File: src/rtl/key_serial_loader.sv
// Serial key loader: shifts a KEY_W-bit key plus an even-parity bit in LSB first,
// checks the parity and only then releases the locked FSM from reset with the key.
module key_serial_loader #(
  parameter int KEY_W   = 8,
  parameter int TIMEOUT = 255
) (
  input  logic             clk,
  input  logic             rst,
  input  logic             start,
  input  logic             ser_valid,
  input  logic             ser_data,
  output logic             ser_ready,
  output logic [KEY_W-1:0] key_out,
  output logic             key_valid,
  output logic             dut_rst,
  output logic             err
);

  localparam int BW = $clog2(KEY_W + 2);
  localparam int TW = (TIMEOUT > 1) ? $clog2(TIMEOUT) : 1;

  typedef enum logic [2:0] {IDLE, LOAD, CHECK, ARMED, ERROR} state_t;

  state_t           state;
  logic [KEY_W-1:0] shreg;
  logic             par;
  logic [BW-1:0]    beat_cnt;
  logic [TW-1:0]    tmo_cnt;
  logic             xfer;
  logic             load_req;

  function automatic logic parity_ok(input logic [KEY_W-1:0] k, input logic p);
    return ~((^k) ^ p);
  endfunction

  assign xfer     = ser_valid && ser_ready;
  assign load_req = start && (state == IDLE || state == ARMED || state == ERROR);

  always_ff @(posedge clk or posedge rst) begin
    if (rst) begin
      state     <= IDLE;
      shreg     <= '0;
      par       <= 1'b0;
      beat_cnt  <= '0;
      tmo_cnt   <= '0;
      ser_ready <= 1'b0;
      key_out   <= '0;
      key_valid <= 1'b0;
      dut_rst   <= 1'b1;
      err       <= 1'b0;
    end else if (load_req) begin
      // (Re)load always starts from an empty key, whatever state we came from.
      state     <= LOAD;
      shreg     <= '0;
      par       <= 1'b0;
      beat_cnt  <= '0;
      tmo_cnt   <= '0;
      ser_ready <= 1'b1;
      key_out   <= '0;
      key_valid <= 1'b0;
      dut_rst   <= 1'b1;
      err       <= 1'b0;
    end else begin
      case (state)
        LOAD: begin
          if (xfer) begin
            tmo_cnt  <= '0;
            beat_cnt <= beat_cnt + 1'b1;
            if (beat_cnt == BW'(KEY_W)) begin
              par       <= ser_data;
              state     <= CHECK;
              ser_ready <= 1'b0;
            end else begin
              // Right shift: after KEY_W beats, beat 0 lands in bit 0.
              shreg <= {ser_data, shreg[KEY_W-1:1]};
            end
          end else if (tmo_cnt == TW'(TIMEOUT - 1)) begin
            state     <= ERROR;
            ser_ready <= 1'b0;
            err       <= 1'b1;
          end else begin
            tmo_cnt <= tmo_cnt + 1'b1;
          end
        end
        CHECK: begin
          if (parity_ok(shreg, par)) begin
            state     <= ARMED;
            key_out   <= shreg;
            key_valid <= 1'b1;
            dut_rst   <= 1'b0;
          end else begin
            state <= ERROR;
            err   <= 1'b1;
          end
        end
        IDLE, ARMED, ERROR: state <= state;
        default: begin
          state     <= IDLE;
          ser_ready <= 1'b0;
          key_out   <= '0;
          key_valid <= 1'b0;
          dut_rst   <= 1'b1;
          err       <= 1'b0;
        end
      endcase
    end
  end

endmodule

File: config.mk
export PLATFORM = sky130hd
export DESIGN_NAME = key_serial_loader
export DESIGN_NICKNAME = d
export VERILOG_FILES = /design/src/rtl/key_serial_loader.sv
export SDC_FILE = /design/constraint.sdc
export NUM_CORES = 1
export LEC_CHECK = 0
export CORE_ASPECT_RATIO = 0.8
export CORE_MARGIN = 2
export CORE_UTILIZATION = 61
export DETAILED_ROUTE_END_ITERATION = 6
export GPL_ROUTABILITY_DRIVEN = 0
export GPL_TIMING_DRIVEN = 1
export PLACE_DENSITY = 0.88
export SETUP_SLACK_MARGIN = 0.5
export SYNTH_ARGS = -nofsm -noshare
export SYNTH_HDL_FRONTEND = slang
export SYNTH_SLANG_ARGS = --single-unit
File: constraint.sdc
create_clock -name clk -period 4.8 [get_ports clk]
set_clock_uncertainty 0.05 [all_clocks]
set_input_delay 1.44 -clock clk [delete_from_list [all_inputs] [get_ports clk]]
set_output_delay 1.44 -clock clk [all_outputs]
set_load 0.02 [all_outputs]
==> results_dict.tcl <==
set metrics [dict create \
    drt-initial-drc-count 139 \
    cts_resized 0 \
    critPathRequiredTime_ns 4.93 \
    drtAntennaViolNets 0 \
    crit_cells 6 \
    crit_chain "clkdlybuf4s50_1, nand2_1, nor2_4, and2_1, nor2_1, a22o_2" \
    hold_viol 0 \
    finalWirelength_mm 3.91 \
    cp_num_buf_inv 1 \
    status "complete, no violations" \
    period_needed_ns 2.98 \
    crit_arrival_ns 3.11 \
    rr_startpoint "state[0]" \
    vias_per_cell 5.83 \
    crit_path_max_incr_delay_ns 0.54 \
    cellPowerDensity_mw_per_mm2 542 \
    overflow 0 \
    grt_pass1_wl_mm 6.47 \
    async_reset_ff_frac 1.00 \
    synth_ff_type "dfrtp_1" \
    rsz0062_at_grt "no" \
    synth_top_area_cell "dfrtp_1" \
    cts_max_path_buffers 2 \
    total_power_mw 1.18 \
    root_buffer "clkbuf_8" \
    instances_no_fill 251 \
    insertion_delay_ns 0.28 \
    dp_hpwl_mm 2.80 \
    whs_ns 0.433 \
    hp-class "flip-flop to flip-flop" \
    maxSlewViolCount 0 \
    placed_area_mm2 0.00208 \
    yosys_warnings 0 \
    rows 18 \
    placed_cells 243 \
    reg2reg_to "shreg[4]" \
    setup_violations 0 \
    wire_per_inst_um 15.6 \
    r2r_slack_ns 2.69 \
    core_area_mm2 0.00304 \
    drc_errors 0 \
    crit_path_max_fanout 9 \
    finalSetupTns_ns 0 \
    layout.nets 219 \
    dp_slack_ns 1.54 \
    min_from "tmo_cnt[7]" \
    drt_first_pass_iters 5 \
    worst_slack_ns 1.82 \
    dr_total_vias 1463 \
    n_fill_cell 228 \
    grt_usage 0.246 \
    io_pins 17 \
    grt_pass1_vias 1392 \
    port_buffers 16 \
    cts_max_level 2 \
    numCtsBuffers 5 \
    fin_area_mm2 0.00217 \
    cts_tree "built" \
    die-area_mm2 0.00359 \
    grt_max_degree 37 \
    leakagePower_nw 1.01 \
    final_util 0.714 \
    syn_inst 191 \
    peakVddDrop_mv 0.246 \
    die_h_um 54.0 \
    slowest_stage "clkdlybuf4s50_1" \
    yosysTopAreaCellShare 0.460 \
    yosysMostFrequentCell "dfrtp_1" \
    ctsHoldBuffers 0 \
    crit_end "shreg[4]" \
    initial_core_util 0.626 \
    clk_pin_slew_ns 0.07 \
    synth_nets 200 \
    fp.dieW_um 66.4 \
    synthTopCellsByCount "dfrtp_1 (35), nand2_1 (31), inv_1 (15), o21ai_0 (12)" \
    critical-path-top-delay-family "simple AND/OR/NAND/NOR gates" \
    rr_worst_depth 5 \
    syn_to_final_growth_pct 14.0 \
    post-cts-setup-buffers 0 \
    endpoint_kind "flip-flop" \
    path_class "input port to flip-flop" \
    syn-cell-area_mm2 0.00190 \
    synth_edf_count 0 \
    antenna_cells 0 \
    syn_avg_cell_area_um2 9.96 \
    yosysSeqAreaShare 0.474 \
    drv_cap 0 \
    clock_sinks 36 \
    synth.area.top_cells "dfrtp_1 (46%), nand2_1 (6.1%), mux2i_1 (4.2%)" \
    ys_types 48 \
    drive_gt1_frac 0.0900 \
    synth-seq-cells 36 \
    max_freq_ghz 0.335 \
    relSlewSlack 0.675 \
    post-route-period-util 0.621 \
    cp-start-kind "input port" \
    worst-slew-pin-transition_ns 0.488 \
    antenna_found_initial 0 \
    critPathLaunch "ser_valid" \
]
==> power breakdown <==
group	internal (mW)	total [mW]	switching, mW
Clock	0.117	0.223	0.106
Combinational	0.212	0.497	0.286
Sequential	0.371	0.456	0.0850
==> cells by family (layout without fill, tap and decap cells) <==
logic type | Yosys count | in the layout | synth area share
xor gates and xnor gates | 9 | 9 | 0.0611
and+or+nand+nor | 72 | 72 | 0.191
AOI/OAI and AO/OA | 41 | 41 | 0.142
DFF | 36 | 36 | 0.474
buffers and inverters | 20 | 40 | 0.0513
adders and majority gates | 4 | 4 | 0.0263
muxes | 9 | 9 | 0.0539
==> layer usage <==
layer	GRT usage	up-vias	routed length (um)
met3	0.0565	2	143
li1	-	703	-
met2	0.400	26	1890
met5	0	-	0
met1	0.331	732	1860
met4	0.0782	0	21
==> layout by cell type (no fill, tap or decap), types with 2 or more instances in the layout <==
cell	count
a21oi_1	10
a22o_1	3
a22o_2	2
and2_1	2
and3_1	3
clkbuf_1	2
clkbuf_8	6
clkdlybuf4s50_1	16
dfrtp_1	35
ha_1	4
inv_1	15
mux2i_1	8
nand2_1	31
nand3_1	6
nor2_1	10
nor2_4	2
nor2b_1	3
nor3_1	2
o21ai_0	12
o31ai_1	2
o41ai_1	2
or3_1	3
xnor2_1	2
xnor3_2	2
xor2_1	4
==> worst reg2reg max path, cell delays in order (launching register included) <==
cell and delay [ns]:
dfrtp_1 0.49, or3b_1 0.49, nor2_4 0.24, and2_1 0.34
nor2_1 0.14, a22o_2 0.24
==> cell type report <==
cell class | instances | area [um2] | share of cell area
Timing Repair Buffer | 17 | 168 | 0.0773
Inverter | 15 | 56.3 | 0.0260
Tap cell | 40 | 50.0 | 0.0231
Clock buffer | 8 | 90.1 | 0.0415
Sequential cell | 36 | 902 | 0.416
Multi-Input combinational cell | 135 | 903 | 0.416
==> worst min path at each step <==
| stage | cells after the start | end | slack, ns |
|---|---|---|---|
| finish | 1 | tmo_cnt[7] | 0.43 |
| global route | 1 | key_out[7] | 0.46 |
| CTS | 1 | tmo_cnt[7] | 0.43 |
| detailed placement | 1 | tmo_cnt[7] | 0.42 |
| global placement | 1 | tmo_cnt[7] | 0.41 |
| floorplan | 1 | tmo_cnt[7] | 0.39 |
==> sequential cells by signal (all words and copies together) (netlist names) <==
register / cells
beat_cnt: 4
dut_rst: 1
err: 1
key_out: 8
key_valid: 1
par: 1
ser_ready: 1
shreg: 8
state: 3
tmo_cnt: 8
No activity file was read; power rests on OpenSTA's default activity.
==> edit 1: new RTL, config.mk and constraints unchanged <==
The parameter `KEY_W` goes from 8 to 16.
--- a/src/rtl/key_serial_loader.sv
+++ b/src/rtl/key_serial_loader.sv
@@ -1,7 +1,7 @@
 // Serial key loader: shifts a KEY_W-bit key plus an even-parity bit in LSB first,
 // checks the parity and only then releases the locked FSM from reset with the key.
 module key_serial_loader #(
-  parameter int KEY_W   = 8,
+  parameter int KEY_W   = 16,
   parameter int TIMEOUT = 255
 ) (
   input  logic             clk,
Interface: changed (resized key_out); port bits go from 17 to 25. The function was not compared with the original's and may differ.
==> edit 1 against the original RTL <==
Global-route usage rose by 2.7 points. Routed wire length is 69% higher. Die area is 49% higher. Total power increased by 19%. Design area grew 51%. Sequential cell count is 17 higher. Sequential power increased by 24%. Setup slack worse by 0.10 ns. Critical path depth unchanged. Area after synthesis grew 53%. Utilization down 0.15 points.
==> edit 1: results (changes against the original RTL) <==
----------------------------------------------------
[Synth]
  Number of nets produced by synthesis ... 317 (was 200)
  Compound-gate portion of the synthesized area ... 13.3% (was 14.2%)
  Ranking of synthesized cells by instance count ... dfrtp_1 (52), nand2_1 (40), nand4_1 (35) (was dfrtp_1 (35), nand2_1 (31), inv_1 (15))
  Sequential cell area fraction in the yosys report ... 45.7% (was 47.4%)
  Post-synthesis adder-cell area fraction ... 1.72% (was 2.63%)
  Cell types occupying the most area after synthesis ... dfrtp_1 (45%), nand4_1 (7.5%), nand2_1 (5.2%) (was dfrtp_1 (46%), nand2_1 (6.1%), mux2i_1 (4.2%))

[Power]
  Switch Pwr ... 594 uW (was 476 uW)
  Worst IR drop on VDD ... 0.000362 V (was 0.000246 V)

[Detailed routing]
  Mean number of vias per cell ... 6.37 (was 5.83)
  Violation count after the first detailed-route iteration ... 262 (was 139)
  Sum of routed wire length over all layers ... 6.59 mm (was 3.91 mm)

[Placement]
  Port-buffer cells ... 24 (was 16)
  Post-detail-place hpwl ... 4.29 mm (was 2.80 mm)

[Worst setup path]
  Crit path DAT ... 3.22 ns (was 3.11 ns)
  Maximum fanout count along the critical path ... 19 (was 9)

[Clock tree]
  Clock network latency to the later pin of the worst-skew pair ... 0.30 ns (was 0.28 ns)
  Clock slew at reported path FFs ... 0.10 ns (was 0.07 ns)

[Outcome]
  Outcome ... finished clean (unchanged)

[Finish]
  Fill count ... 343 (was 228)
  # nets final ... 333 (was 219)
  Share of cells above drive strength 1 ... 6.46% (was 9.00%)
  Registers with the most flip-flops ... key_out x16, shreg x16, tmo_cnt x8 (was key_out x8, shreg x8, tmo_cnt x8)

[Global routing]
  Global-route usage over all layers ... 27.3% (was 24.6%)
  Wire length of the first global-routing pass ... 11.2 mm (was 6.47 mm)
  Pin count of the biggest net entering global routing ... 54 (was 37)

[Timing]
  Number of max-slew violations in the final report ... 0 (unchanged)

----------------------------------------------------
edit 1: power by group through the flow:
| stage | Combinational, uW | Sequential, uW | Clock [uW] |
|---|---|---|---|
| 6_report | 560 | 564 | 276 |
| 5_1_grt | 609 | 572 | 298 |
| 4_1_cts | 547 | 563 | 278 |
| 3_5_place_dp | 541 | 571 | 0 |
| 3_3_place_gp | 531 | 567 | 0 |
| 2_1_floorplan | 405 | 559 | 0 |
edit 1: path summary, 6_finish.rpt:
check,to,start,slack [ns]
worst min-delay path,tmo_cnt[5],tmo_cnt[5],0.44
worst min register to register,tmo_cnt[5],tmo_cnt[5],0.44
min in group asynchronous,beat_cnt[3],rst,1.66
max in group asynchronous,key_out[6],rst,2.35
worst max register to register,key_out[3],shreg[2],2.23
worst max-delay path,state[1],ser_valid,1.72
edit 1: cells by family (layout without fill, tap and decap cells):
group	after synthesis	after routing
xor+xnor	22	22
flops	53	53
mux	7	7
buf+inv	40	57
simple gates	124	124
compound gates	58	58
fa+ha+maj	4	4
edit 1: cell type report:
type	count	area share, %
flip-flops and latches	53	40.6
clock buffers	7	2.94
repair buffers	27	8.03
clock inverters	1	0.153
well taps	60	2.29
multi-input cells	215	43.5
inverters	22	2.52
edit 1: metal layers:
metal	vias to the layer above	track usage, %	wire length [microns]
li1	1138	-	-
met1	1219	41.8	3170
met2	88	40.3	3050
met3	8	4.26	295
met4	0	7.63	71
met5	-	0	0
edit 1: stage by stage:
stage / util (%) / hold slack (ns) / total power [uW] / std cells / worst slack, ns
after CTS: 71.2 / 0.437 / 1390 / 385 / 1.74
final: 71.2 / 0.445 / 1400 / 385 / 1.72
after floorplan: - / 0.388 / 964 / 308 / 2.03
after global routing: 71.2 / 0.454 / 1480 / 385 / 1.59
after detailed placement: 69.0 / 0.421 / 1110 / 377 / 1.43
after global placement: 69.0 / 0.424 / 1100 / 377 / 1.46
edit 1: critical path, stage by stage:
cell and delay [ns]:
clkdlybuf4s50_1 0.50, nand2_1 0.10, or3_1 0.68, and4_1 0.32
a21oi_1 0.11, nand2_1 0.06
==> edit 2: new RTL, config.mk and constraints unchanged <==
Without the edit above. Re-encode `state_t` (5 states) as one-hot, 5 bits wide.
--- a/src/rtl/key_serial_loader.sv
+++ b/src/rtl/key_serial_loader.sv
@@ -19,7 +19,7 @@
   localparam int BW = $clog2(KEY_W + 2);
   localparam int TW = (TIMEOUT > 1) ? $clog2(TIMEOUT) : 1;
 
-  typedef enum logic [2:0] {IDLE, LOAD, CHECK, ARMED, ERROR} state_t;
+  typedef enum logic [4:0] {IDLE = 5'b00001, LOAD = 5'b00010, CHECK = 5'b00100, ARMED = 5'b01000, ERROR = 5'b10000} state_t;
 
   state_t           state;
   logic [KEY_W-1:0] shreg;
Formal check against the unedited RTL: no difference found for any inputs over 10 cycles, from zero or initial values and one cycle with rst high; not proved beyond that.
==> edit 2 against the original RTL <==
Setup slack gained 0.036 ns. Final cell count shrank 1.6%. Area after synthesis shrank 0.46%. Hold slack gained 0.024 ns. First-iteration DRC count grew 17%. Utilization grew 0.37 points. Via count grew 1.1%. Count of clock-buffer cells in the layout shrank 1. Routed wire length grew 5.9%. Design area shrank 0.23%. Sequential cell count grew 2. Critical endpoint is now state[0]. Highest routed layer unchanged.
Power is not compared: it rests on default switching activity, and its combinational part moved more than twofold at a synthesized area within 25%.
==> edit 2: results (changes against the original RTL) <==
----------------------------------------------------
[Synth]
  Ranking of synthesized cells by instance count ... dfrtp_1 (36), nand2_1 (28), nor2_1 (18) (was dfrtp_1 (35), nand2_1 (31), inv_1 (15))
  Compound-gate portion of the synthesized area ... 15.6% (was 14.2%)
  Post-synthesis adder-cell area fraction ... 2.64% (was 2.63%)
  Multiplexer area fraction after synthesis ... 0.528% (was 5.39%)
  Sequential cell area fraction in the yosys report ... 50.3% (was 47.4%)
  Xor/xnor cell area share of the yosys netlist ... 7.66% (was 6.11%)
  Netlist cell types ... 42 (was 48)
  Average instance area after synthesis ... 10.0 sq um (was 9.96 sq um)
  Number of nets produced by synthesis ... 198 (was 200)
  Cell types occupying the most area after synthesis ... dfrtp_1 (48%), nand2_1 (5.5%), o21ai_0 (4.0%) (was dfrtp_1 (46%), nand2_1 (6.1%), mux2i_1 (4.2%))

[Worst hold path]
  End point of the worst hold path ... key_out[6] (was tmo_cnt[7])
  Worst hold start ... key_out[6] (was tmo_cnt[7])

[Detailed routing]
  Via count of the routed design ... 1479 (was 1463)
  Metal-1 WL ... 1.86 mm (about the same)
  Sum of met2 wire segment lengths after detailed routing ... 1.94 mm (was 1.89 mm)
  Post-DR wirelength/cell ... 16.7 microns (was 15.6 microns)
  Routed met3 length ... 249 microns (was 143 microns)
  DR pass1 iterations ... 4 (was 5)

[Finish]
  Count of placed standard cells in the final layout, fillers left out ... 247 (was 251)
  Multi-input gates ... 139 (was 135)
  Share of cells above drive strength 1 ... 8.70% (was 9.00%)
  # nets final ... 215 (was 219)
  Invs w/o clock ... 5 (was 15)
  Flip-flop and latch share of the layout cell area ... 44.0% (was 41.6%)
  Area of the multi-input gates ... 883 sq um (was 903 sq um)
  Fraction of cell area in non-clock buffers ... 7.75% (was 7.73%)
  Fill count ... 235 (was 228)
  Count of clock buffers in the final design ... 7 (was 8)

[Placement]
  Post-detail-place hpwl ... 2.95 mm (was 2.80 mm)
  Total instance count after detailed placement ... 239 (was 243)

[Global routing]
  Grt met3 use ... 6.69% (was 5.65%)
  Wire length of the first global-routing pass ... 6.56 mm (was 6.47 mm)
  Pin count of the biggest net entering global routing ... 39 (was 37)
  Number of global-route vias before repair ... 1358 (was 1392)
  Met1 demand-to-capacity share in global routing ... 34.7% (was 33.1%)
  GR met2 Demand/Resource ... 39.0% (was 40.0%)
  Global-route usage over all layers ... 25.8% (was 24.6%)

[Clock tree]
  Number of clock sinks ... 38 (was 36)
  Clock slew at reported path FFs ... 0.07 ns (about the same)

[Worst setup path]
  Maximum fanout count along the critical path ... 6 (was 9)
  Endpoint of the worst setup timing path ... state[0] (was shreg[4])
  Reg-to-Reg Start ... shreg[5] (was state[0])
  End of the worst register-to-register path ... key_out[2] (was shreg[4])
  Crit path DAT ... 3.08 ns (was 3.11 ns)
  R2R setup slack ... 2.19 ns (was 2.69 ns)

[Outcome]
  Outcome ... finished clean (unchanged)

[Timing]
  Slew at the pin with the worst max-slew slack ... 1.22 ns (was 0.488 ns)

----------------------------------------------------
==> edit 2: cells by family after synthesis <==
logic type / Yosys count
simple gates: 77
compound gates: 42
flops: 38
xor+xnor: 15
buf+inv: 12
fa+ha+maj: 4
mux: 1
==> edit 2: per-stage QoR <==
step | power, uW | utilization, % | cell area [sq um] | setup WS, ns | hold WS (ns)
3_5_place_dp | 636 | 68.7 | 2070 | 1.52 | 0.441
3_3_place_gp | 617 | 68.7 | 2070 | 1.64 | 0.434
5_1_grt | 913 | 71.7 | 2160 | 1.74 | 0.476
4_1_cts | 860 | 71.7 | 2160 | 1.84 | 0.455
2_1_floorplan | 578 | - | 1890 | 2.21 | 0.431
6_report | 861 | 71.7 | 2160 | 1.85 | 0.457
==> edit 2: worst max-delay path: stages <==
cell and delay (ns):
clkdlybuf4s50_1 0.42, and2_1 0.20, nor3_1 0.49, o31ai_4 0.17
o41ai_1 0.36
==> edit 2: power breakdown <==
part | switching, uW | internal, uW
logic | 154 | 88.0
registers | 42.9 | 352
clock network | 108 | 116
